<file path="config.mk">
export PLATFORM = sky130hd
export DESIGN_NAME = d7s_scan_bcd
export DESIGN_NICKNAME = d
export VERILOG_FILES = /design/src/rtl/d7s_scan_bcd.sv
export SDC_FILE = /design/constraint.sdc
export NUM_CORES = 1
export LEC_CHECK = 0
export CAP_MARGIN = 20
export CORE_MARGIN = 5
export CORE_UTILIZATION = 56
export DETAILED_ROUTE_END_ITERATION = 7
export PLACE_DENSITY = 0.77
export RECOVER_POWER = 25
export SLEW_MARGIN = 30
export SYNTH_ARGS = -nofsm -noshare
export SYNTH_HDL_FRONTEND = slang
export SYNTH_SLANG_ARGS = --single-unit
</file>
<file path="constraint.sdc">
create_clock -name clk -period 4 [get_ports clk]
set_input_delay 1.2 -clock clk [delete_from_list [all_inputs] [get_ports clk]]
set_output_delay 1.2 -clock clk [all_outputs]
set_load 0.02 [all_outputs]
</file>
<file path="src/rtl/d7s_scan_bcd.sv">
// Multiplexed 7-segment driver: sequential double-dabble binary-to-BCD plus a
// prescaled digit scanner with ghost blanking, leading-zero blanking and overflow dash.
module d7s_scan_bcd #(
  parameter int unsigned DIGITS      = 3,
  parameter int unsigned BIN_W       = 8,
  parameter int unsigned PRESCALE    = 1000,
  parameter int unsigned BLANK_CYC   = 1,
  parameter bit          SEG_ACT_LOW = 1'b0,
  parameter bit          DIG_ACT_LOW = 1'b0
) (
  input  logic              clk,
  input  logic              rst,
  input  logic [BIN_W-1:0]  bin_value,
  input  logic              load,
  input  logic              lz_en,
  input  logic [DIGITS-1:0] dp_mask,
  output logic [6:0]        seg,
  output logic              dp,
  output logic [DIGITS-1:0] dig_en,
  output logic              busy,
  output logic              ovf
);

  localparam int unsigned BCD_W = 4 * DIGITS;
  localparam int unsigned SH_W  = BCD_W + BIN_W;
  localparam int unsigned PRE_W = $clog2(PRESCALE);
  localparam int unsigned IDX_W = (DIGITS > 1) ? $clog2(DIGITS) : 1;
  localparam int unsigned CNT_W = $clog2(BIN_W + 1);

  function automatic logic [31:0] pow10_m1(input int unsigned n);
    logic [31:0] p;
    p = 32'd1;
    for (int unsigned i = 0; i < n; i++) p = p * 32'd10;
    return p - 32'd1;
  endfunction

  localparam logic [31:0] MAX_VAL = pow10_m1(DIGITS);

  function automatic logic [6:0] seg_decode(input logic [3:0] n);
    case (n)
      4'd0:    return 7'h3F;
      4'd1:    return 7'h06;
      4'd2:    return 7'h5B;
      4'd3:    return 7'h4F;
      4'd4:    return 7'h66;
      4'd5:    return 7'h6D;
      4'd6:    return 7'h7D;
      4'd7:    return 7'h07;
      4'd8:    return 7'h7F;
      4'd9:    return 7'h6F;
      default: return 7'h00;
    endcase
  endfunction

  typedef enum logic {S_IDLE, S_CONV} state_t;

  state_t            state, state_n;
  logic              cap, fin;
  logic [SH_W-1:0]   sh, sh_adj, sh_step;
  logic [CNT_W-1:0]  cnt;
  logic              ovf_pend;
  logic [BCD_W-1:0]  disp;

  // Conversion control state register
  always_ff @(posedge clk or posedge rst) begin
    if (rst) state <= S_IDLE;
    else     state <= state_n;
  end

  always_comb begin
    state_n = state;
    cap     = 1'b0;
    fin     = 1'b0;
    case (state)
      S_IDLE: begin
        if (load) begin
          cap     = 1'b1;
          state_n = S_CONV;
        end
      end
      S_CONV: begin
        if (cnt == CNT_W'(BIN_W - 1)) begin
          fin     = 1'b1;
          state_n = S_IDLE;
        end
      end
      default: state_n = S_IDLE;
    endcase
  end

  assign busy = (state == S_CONV);

  // One double-dabble step: add 3 to nibbles >= 5, then shift left
  always_comb begin
    sh_adj = sh;
    for (int unsigned d = 0; d < DIGITS; d++) begin
      if (sh[BIN_W + 4*d +: 4] >= 4'd5)
        sh_adj[BIN_W + 4*d +: 4] = sh[BIN_W + 4*d +: 4] + 4'd3;
    end
    sh_step = {sh_adj[SH_W-2:0], 1'b0};
  end

  // Result and overflow flag publish together on the final shift
  always_ff @(posedge clk or posedge rst) begin
    if (rst) begin
      sh       <= '0;
      cnt      <= '0;
      ovf_pend <= 1'b0;
      disp     <= '0;
      ovf      <= 1'b0;
    end else begin
      if (cap) begin
        sh       <= {BCD_W'(0), bin_value};
        cnt      <= '0;
        ovf_pend <= (32'(bin_value) > MAX_VAL);
      end else if (state == S_CONV) begin
        sh  <= sh_step;
        cnt <= cnt + CNT_W'(1);
      end
      if (fin) begin
        disp <= sh_step[SH_W-1 -: BCD_W];
        ovf  <= ovf_pend;
      end
    end
  end

  logic [PRE_W-1:0]  pre, pre_n;
  logic [IDX_W-1:0]  idx, idx_n;
  logic              on_n, hi_zero;
  logic [DIGITS-1:0] dig_oh;
  logic [3:0]        nib;
  logic [6:0]        seg_raw;
  logic              dp_raw;

  // Next scan position and the segment pattern for it
  always_comb begin
    pre_n = (pre == PRE_W'(PRESCALE - 1)) ? '0 : pre + PRE_W'(1);
    idx_n = idx;
    if (pre == PRE_W'(PRESCALE - 1))
      idx_n = (idx == IDX_W'(DIGITS - 1)) ? '0 : idx + IDX_W'(1);
    on_n    = (BLANK_CYC == 0) || (pre_n >= PRE_W'(BLANK_CYC));
    dig_oh  = DIGITS'(1) << idx_n;
    nib     = 4'(disp >> {idx_n, 2'b00});
    hi_zero = (idx_n != '0) && ((disp >> {idx_n, 2'b00}) == '0);
    dp_raw  = |(dp_mask & dig_oh);
    if (ovf)                     seg_raw = 7'h40;
    else if (lz_en && hi_zero)   seg_raw = 7'h00;
    else                         seg_raw = seg_decode(nib);
  end

  always_ff @(posedge clk or posedge rst) begin
    if (rst) begin
      pre    <= '0;
      idx    <= '0;
      seg    <= {7{SEG_ACT_LOW}};
      dp     <= SEG_ACT_LOW;
      dig_en <= {DIGITS{DIG_ACT_LOW}};
    end else begin
      pre <= pre_n;
      idx <= idx_n;
      if (on_n) begin
        seg    <= seg_raw ^ {7{SEG_ACT_LOW}};
        dp     <= dp_raw ^ SEG_ACT_LOW;
        dig_en <= dig_oh ^ {DIGITS{DIG_ACT_LOW}};
      end else begin
        seg    <= {7{SEG_ACT_LOW}};
        dp     <= SEG_ACT_LOW;
        dig_en <= {DIGITS{DIG_ACT_LOW}};
      end
    end
  end

endmodule

</file>
==> run summary <==
The flow ran to the end, but the final reports show violations. The checks that failed: max-capacitance violations, max-slew violations. Across the VDD grid, the largest voltage drop is 711 uV. Once detailed placement completed, the half-perimeter wirelength came to 4.91 mm.

The number of failing hold endpoints at the final stage was 0. The synthesized area divided by synthesized cell count was 9.55 um^2; the critical path arrival was 3710 ps. Between clock sinks in the finished design, the worst skew comes to 9.61 ps. The number of global-route vias before repair is 2722. The proportion of register bits with asynchronous set or reset after synthesis is 100%, and the peak fanout along the critical path is 7. Timing analysis after detailed placement gives a worst setup slack of 463 ps. The data required time at the worst endpoint is 4210 ps.

For this run, the leading register cell type out of synthesis is sky130_fd_sc_hd__dfrtp_1. The final critical-path required period works out to 3500 ps. For the placeable core region, the log shows 0.00596 mm^2.

The insertion delay to the later sink of the worst-skew pair is 350 ps, and the number of levels the H-tree was split into is 3. The critical path is of the reg2reg type. The area after detailed placement came out at 0.00374 mm^2. In this run, synthesis inferred 0 flip-flops with an integrated enable. Summing over every cut layer, the via total after detailed routing is 2715. Number of sinks driven by the clock tree: 60. The number of buffers added by the clock tree synthesis step came out at 9. After routing the design area is 0.00396 mm^2. The number of detailed-routing iterations run before antenna repair came out at 4. For this design the ratio of total power to cell area is 669 mW/mm^2.

In the final routed layout, each cell accounts on average for 15.1 um. In this run the count of I/O pins placed on the die edge is 28. The tools report the global placer's final weighted congestion as 0.846.

The synthesized net count is 389. Summing every instance area after synthesis gives 0.00344 mm^2. The final clock period utilization by the worst path is 87.5%, and the final setup violation count is 0. The max capacitance violation total is 1, and the area of the die is 0.00780 mm^2.

The Yosys step of the flow raised 0 warnings. The detail route stage leaves a number of antenna-violating nets equal to 0. Summing internal, switching and leakage power gives 0.00265 W. In this run the tightest slew margin relative to its limit is -23.2%. Synthesis produced 360 cells.

STA classifies the critical path startpoint as a flop. Counting flops and latches in the post-synthesis netlist gives 60. Setup slack on the critical path of the routed design comes to 500 ps. In this run, distinct cell masters in the synthesized netlist total 55. The cell at the root of the clock tree was sky130_fd_sc_hd__clkbuf_8. Buffers placed on the I/O ports in this run total 26. The cell depth of the worst min-delay path works out to 2. The logs give 0 for the hold buffer count at CTS and 0 for the post-CTS setup buffer count.

The pin slew with the least headroom to its limit is 1840 ps. STA classifies the critical path endpoint as a flop. For the routed wire length, the log shows 7.00 mm.

Setup repair after global routing left no endpoint under its margin. TritonCTS built the clock tree. The run gives 57.7% as the effective utilization at floorplan. The run gives 0 as the total of cells resized after clock tree synthesis. The number of antenna diodes in the final layout is 0. The remaining design rule violation count is 0. The tightest min-delay check is of the reg2reg type. The clock slew seen by the registers of the worst setup and hold paths is 80 ps. The tools report the sequential cell area fraction in the yosys report as 43.7%. Cells fill 66.5% of the core in the end. The first global-routing pass estimated 12.4 mm of wire.

Entering global routing, the biggest net connects 44 pins. The number of DRC markers in iteration 0 was 157; the top achievable clock speed was 286 MHz. The floorplan step set the die height to 88.3 um. The max-slew violation count was 44; the depth of the worst register-to-register path was 13.

The number of antenna violations at the first check in global routing was 0. Summed over all layers, the global routing overflow is 0. No sink is reached through more buffers than the 2 on the longest clock path.

The cell row count came out at 28. Summed over all failing endpoints, the final setup total negative slack is 0 ps. The post-layout net count is 412, and the fraction of final layout cells sized beyond drive strength 1 is 9.02%. Using the TritonRoute via totals, the vias-per-cell ratio works out to 5.86.

The area growth from synthesis to layout came out at 15.3%. The tools report the all-layer global routing usage as 20.4%. Measured along the x axis, the die boundary spans 88.3 um. The analysis attributes to cell leakage a power of 1.73 nW.
-- where the power goes --
part	internal [W]	switching, W
logic	0.000477	0.000581
registers	0.000811	0.000156
clock network	0.000355	0.000270
-- cell type report --
cell class	instances	area, um^2
sequential	60	1500
timing repair buffer	33	305
clock inverter	7	100
clock buffer	9	124
multi-input combinational	261	1770
fill	496	1990
inverter	18	68.8
tap	75	93.8
-- worst max-delay path: stages, from the launching register on --
cell                        delay [ps]
sky130_fd_sc_hd__dfrtp_1           450
sky130_fd_sc_hd__ha_1              270
sky130_fd_sc_hd__nand3_1           210
sky130_fd_sc_hd__nor3_4            350
sky130_fd_sc_hd__mux2_2            380
sky130_fd_sc_hd__and2_1            150
sky130_fd_sc_hd__a221oi_1          200
sky130_fd_sc_hd__buf_4             180
sky130_fd_sc_hd__ha_1              230
sky130_fd_sc_hd__nand2_1            90
sky130_fd_sc_hd__a2111oi_2         440
sky130_fd_sc_hd__nor3_1            100
sky130_fd_sc_hd__o21ai_1           200
sky130_fd_sc_hd__a221oi_1          110
-- cell families after synthesis --
logic type	count (synthesis)	synth area share, %
simple gates	124	20.0
compound gates	84	15.1
flops	60	43.7
buf+inv	39	4.88
mux	26	8.08
fa+ha+maj	14	5.10
xor+xnor	12	3.06
other cells	1	0.109
-- cell usage in the layout, fill, tap and decap left out, types with 7 or more instances in the layout --
master                            instances
sky130_fd_sc_hd__a21oi_1                 18
sky130_fd_sc_hd__clkbuf_8                 9
sky130_fd_sc_hd__clkdlybuf4s50_1         24
sky130_fd_sc_hd__dfrtp_1                 60
sky130_fd_sc_hd__ha_1                    14
sky130_fd_sc_hd__inv_1                   17
sky130_fd_sc_hd__mux2i_1                 18
sky130_fd_sc_hd__nand2_1                 35
sky130_fd_sc_hd__nand2b_1                14
sky130_fd_sc_hd__nand3_1                 15
sky130_fd_sc_hd__nand4_1                  7
sky130_fd_sc_hd__nor2_1                  17
sky130_fd_sc_hd__nor3b_1                  9
sky130_fd_sc_hd__o21ai_0                 31
-- routing by layer --
metal	track usage [%]	up-vias	share of wire, %
met2	33.8	72	48
met4	8.65	0	1.5
met1	26.2	1299	46
li1	-	1331	-
met5	0	-	0
met3	3.82	13	4.6
-- stage by stage --
step | hold WS [ps] | cells
2_1_floorplan | 452 | 360
3_3_place_gp | 459 | 447
3_5_place_dp | 467 | 447
4_1_cts | 489 | 463
5_1_grt | 534 | 463
6_report | 488 | 463
-- sequential cells by signal (all words and copies together), names as in the netlist --
register and cells:
busy 1, cnt 4, seg 7, pre 10
disp 12, idx 2, sh 20, dig_en 3
dp 1
-- final timing paths --
check	start	end	slack (ps)
worst max register to register	pre[0]	seg[3]	500
worst min-delay path	sh[3]	sh[4]	490
min in group asynchronous	rst	sh[9]	1770
max in group asynchronous	rst	pre[7]	1380
worst max-delay path	pre[0]	seg[3]	500
worst min register to register	sh[3]	sh[4]	490
-- synthesized netlist by cell type (all sizes together) (5+ instances only) --
cell    instances  area share [%]
o21ai          32             4.7
nor3            6             1.3
buf            10             1.7
o31ai           5             1.1
nand3          15             2.3
a211oi          6             1.3
xor2            6             1.5
nor2           17             1.9
inv            18             2.0
mux2            8             2.8
a21oi          18             2.6
ha             14             5.1
nand4           7             1.3
xnor2           6             1.5
nand2          35             3.8
mux2i          18             5.2
nor3b           9             2.0
clkbuf         11             1.2
dfrtp          60              44
nand2b         14             2.5
(Power assumes the default switching activity.)
==> variant 1: new RTL, config.mk and constraints unchanged <==
`DIGITS`: 3 -> 5.
--- a/src/rtl/d7s_scan_bcd.sv
+++ b/src/rtl/d7s_scan_bcd.sv
@@ -3,3 +3,3 @@
 module d7s_scan_bcd #(
-  parameter int unsigned DIGITS      = 3,
+  parameter int unsigned DIGITS      = 5,
   parameter int unsigned BIN_W       = 8,
Ports: changed (resized dig_en and dp_mask); port bits go from 28 to 32. No check against the original RTL was run, so the function may have changed too.
==> variant 1 against the original RTL <==
The flow still finishes with violations (max-capacitance violations, max-slew violations). Sequential cell count is 19 higher. Wire length increased by 26%. Worst setup slack got worse by 0.032 ns. Total power rose by 27%. Design area up 26%. Sequential share of layout area rose by 1.6 points. Synthesized area grew 27%. Non-clock buffer count grew 3. Largest cell class unchanged.
==> variant 1: results (changes against the original RTL) <==
| Metric | Value |
|---|---|
| Status | `finished with violations` |
| Failing checks | `max-capacitance violations, max-slew violations` |
| Post-place setup slack | `0.5513 ns (+0.08805 ns)` |
| Synth top area cells | `dfrtp_1 (45%), ha_1 (5.7%), mux2i_1 (5.3%)` |
| Met1 Track Usage GR | `0.2529 (-0.009262)` |
| Hold path endpoint | `sh[1]$_DFFE_PP0P_` |
| Leakage | `2.224 nW (+29%)` |
| Dpl cells | `556 (+24%)` |
| Final clock skew | `0.007746 ns (-0.001863 ns)` |
| Largest registers | `sh x28, disp x20, pre x10` |
| Number of max-cap violations | `1 (unchanged)` |
| Layout Cells excl Fill | `572 (+24%)` |
| Total track usage | `0.1957 (-0.008357)` |
| 1st-iter DRT viols | `172 (+9.6%)` |
| Syn_nets | `471 (+21%)` |
| Max reg flops | `28 (+40%)` |
| First-pass GRT wire length | `15,550 µm (+25%)` |
| Sequential-to-total area share from yosys stat | `0.4518 (+0.01498)` |
| R2R cell count | `14 (+1)` |
| H-tree depth | `3 (unchanged)` |
| Critical path peak fanout | `10 (+3)` |
| Post-layout nets | `502 (+22%)` |
| I/O Buffers | `30 (+15%)` |
| Cell count after synthesis | `434 (+21%)` |
| Met3 Usage GRT | `0.04214 (+0.003968)` |
| Fraction of layout cells with a size suffix above 1 | `0.1000 (+0.009794)` |
| WP data arrival | `3.77 ns (+0.06 ns)` |
| Seq pwr | `0.00129 W (+33%)` |
| Peak supply drop | `0.0004707 V (-34%)` |
| DR vias | `3,307 (+22%)` |
| Least-Margin Pin Slew | `2.368 ns (+0.5303 ns)` |
| Placed Area | `4788 µm² (+28%)` |
| CP startpoint | `idx[0]$_DFF_PP0_` |
| Global placement routability congestion | `1.020 (+21%)` |
| Global-route met2 utilization | `0.3250 (-0.01285)` |
| Min cycle time layout | `3.532 ns (+0.03221 ns)` |
| Overall routed net length | `8793 µm (+26%)` |
| Final max-slew violation count | `55 (+25%)` |
| Min-delay src | `sh[0]$_DFFE_PP0P_` |
## variant 1: changes by cell type in the layout (fill, tap and decap cells not counted), sizes merged, moves of 6 or more
cell	delta
dfrtp	+19
ha	+6
a21oi	+10
nor3b	+6
o21ai	+11
nand2	+9
mux2i	+6
nand2b	+7
## variant 1: cell families after synthesis
group | synth area share
DFF | 0.4518
adders and majority gates | 0.05719
AOI/OAI and AO/OA | 0.1710
and+or+nand+nor | 0.1742
xor gates and xnor gates | 0.02802
other | 0.0008571
muxes | 0.07892
buffers and inverters | 0.03803
## variant 1: cell type report
type	instances	area, µm²	area share
Tap cell	102	127.6	0.02549
Sequential cell	79	1977	0.3949
Clock buffer	13	158.9	0.03174
Multi-Input combinational cell	316	2232	0.4459
Timing Repair Buffer	36	351.6	0.07023
Clock inverter	3	65.06	0.01300
Inverter	23	93.84	0.01875
## variant 1: per-layer routing
layer  part of all wire  vias to the layer above
met1               0.46                     1589
met3              0.045                       18
met4              0.021                        0
met5                  0                        -
met2               0.48                       79
li1                   -                     1621
==> variant 2: new RTL, same flow settings <==
Without the edit above. Make the reset (`rst`) synchronous in 3 clocked blocks.
--- a/src/rtl/d7s_scan_bcd.sv
+++ b/src/rtl/d7s_scan_bcd.sv
@@ -64,3 +64,3 @@
   // Conversion control state register
-  always_ff @(posedge clk or posedge rst) begin
+  always_ff @(posedge clk) begin
     if (rst) state <= S_IDLE;
@@ -103,3 +103,3 @@
   // Result and overflow flag publish together on the final shift
-  always_ff @(posedge clk or posedge rst) begin
+  always_ff @(posedge clk) begin
     if (rst) begin
@@ -150,3 +150,3 @@
 
-  always_ff @(posedge clk or posedge rst) begin
+  always_ff @(posedge clk) begin
     if (rst) begin
Behaviour: differs if rst is asserted again (counterexample within 4 cycles, from zero or initial values and one cycle with rst high); with rst held inactive, the same outputs for 10 cycles.
==> variant 2 against the original RTL <==
Design area decreased by 6.4%. Hold slack about the same. Synthesized area decreased by 4.1%. Wire length decreased by 5.0%. Critical path depth unchanged. Utilization decreased by 2.8 points. Sequential cell count unchanged. Clock skew decreased by 0.0010 ns. Global-route usage decreased by 1.0 points. Worst setup slack improved by 0.23 ns. Sequential share of layout area decreased by 5.5 points. Largest cell class unchanged.
Power is not compared: it rests on default switching activity, and its combinational part moved more than twofold at a synthesized area within 25%.
==> variant 2: results (changes against the original RTL) <==
| Metric | Value |
|---|---|
| Post-synthesis cell type count | `53 (-3.6%)` |
| Total CTS buffers | `9 (unchanged)` |
| Total track usage | `0.1940 (-0.01005)` |
| Metal2 WL | `3156 µm (-6.2%)` |
| First-pass GRT wire length | `11,610 µm (-6.6%)` |
| Router iterations before antenna repair | `4 (unchanged)` |
| 1st-iter DRT viols | `171 (+8.9%)` |
| Critical path peak fanout | `11 (+4)` |
| Peak supply drop | `0.0002560 V` |
| Fillers | `524 (+5.6%)` |
| Met3 Wirelength | `270 µm (-17%)` |
| Syn_nets | `432 (+11%)` |
| Initial antenna violation count | `0 (unchanged)` |
| Resized Gates After CTS | `0 (unchanged)` |
| Yosys warns | `0 (unchanged)` |
| Largest registers | `sh x20, disp x12, pre x10` |
| Drt via density | `5.538 (-5.6%)` |
| Post-layout nets | `444 (+7.8%)` |
| # diodes | `0 (unchanged)` |
| Dpl cells | `478 (+6.9%)` |
| Final clock skew | `0.008600 ns (-0.001009 ns)` |
| Global-route met2 utilization | `0.3192 (-0.01867)` |
| Synth top area cells | `dfxtp_1 (36%), mux2i_1 (7.0%), a21oi_1 (6.4%)` |
| Most instantiated cells after synthesis | `dfxtp_1 (60), nor2_1 (54), a21oi_1 (42)` |
| Post-place setup slack | `0.9964 ns (+0.5331 ns)` |
| Met3 Usage GRT | `0.05418 (+0.01601)` |
| Cell count after synthesis | `402 (+12%)` |
| Layout Cells excl Fill | `493 (+6.5%)` |
| Post-CTS setup buffer count | `0 (unchanged)` |
| Sequential-to-total area share from yosys stat | `0.3646 (-0.07224)` |
| DP Wirelength | `4718 µm (-3.8%)` |
| Least-Margin Pin Slew | `0.9806 ns (-0.8570 ns)` |
| Ys flop type | `dfxtp_1` |
| WP data arrival | `3.53 ns (-0.18 ns)` |
| Async set or reset register ratio after synthesis | `0 (-1.000)` |
| Vias in the first global route | `2,603 (-4.4%)` |
| Global placement routability congestion | `0.8562 (+1.3%)` |
| Pin count of the biggest net entering global routing | `38 (-14%)` |
| Post-synthesis mux area share | `0.06988 (-0.01093)` |
| Met1 Track Usage GR | `0.2371 (-0.02501)` |
| Critical path's largest stage delay | `0.41 ns (-0.04 ns)` |
| I/O Buffers | `26 (unchanged)` |
| Status | `finished, final reports clean` |
| Synth Area in Compound Gates | `0.1637 (+0.01298)` |
| Slowest CP cell | `clkbuf_1` |
| Average wire per standard cell | `13.48 µm (-11%)` |
| CTS Buffer Depth | `2 (unchanged)` |
| Clock Latency Late Sink | `~0.34 ns` |
| Met1 Wirelength | `3086 µm (-3.6%)` |
| Post-Synth Adder-Cell Area | `0.06001 (+0.009043)` |
| Synth Area in XOR/XNOR | `0.03722 (+0.006641)` |
| Fraction of layout cells with a size suffix above 1 | `0.06459 (-0.02561)` |
variant 2: cell count changes in the layout (fill, tap and decap cells not counted), sizes merged, moves of 7 or more:
| cell | delta |
|---|---|
| dfxtp | +60 |
| nand2b | -10 |
| nor2 | +37 |
| a21oi | +24 |
| o21ai | -14 |
| nor3b | -7 |
| mux2 | -8 |
| nor3 | +7 |
| dfrtp | -60 |
variant 2: worst max-delay path, delay by kind of cell, from the launching register on:
family	cells	cell delay, ns
and+or+nand+nor	4	0.94
adders and majority gates	2	0.47
AOI/OAI and AO/OA	4	0.82
buffers and inverters	3	0.57
DFF	1	0.38
variant 2: path summary, 6_finish.rpt:
kind	startpoint	depth (start not counted)	end	slack [ns]
setup / recovery	pre[0]$_SDFF_PP0_	13	seg[4]$_SDFF_PP0_	0.73
hold reg to reg	sh[7]$_SDFFE_PP0P_	2	disp[0]$_SDFFE_PP0P_	0.49
hold / removal	sh[7]$_SDFFE_PP0P_	2	disp[0]$_SDFFE_PP0P_	0.49
setup reg to reg	pre[0]$_SDFF_PP0_	13	seg[4]$_SDFF_PP0_	0.73
variant 2: report_power, final:
group / switching, W / internal [W]
sequential: 0.0000102 / 0.000613
combinational: 0.0000517 / 0.0000459
clock: 0.000233 / 0.000298
total: 0.000295 / 0.000956
variant 2: metrics by stage:
step           hold slack [ns]  cell area [µm²]
6_report                0.4878             3706
2_1_floorplan           0.4365             3294
5_1_grt                 0.5165             3706
4_1_cts                 0.4830             3720
3_5_place_dp            0.4728             3530
3_3_place_gp            0.4667             3530
variant 2: area by class of cell:
class | instances | area share
Multi-Input combinational cell | 296 | 0.5057
Sequential cell | 60 | 0.3241
Timing Repair Buffer | 30 | 0.07630
Clock buffer | 10 | 0.03714
Tap cell | 75 | 0.02532
Inverter | 17 | 0.01722
Clock inverter | 5 | 0.01418
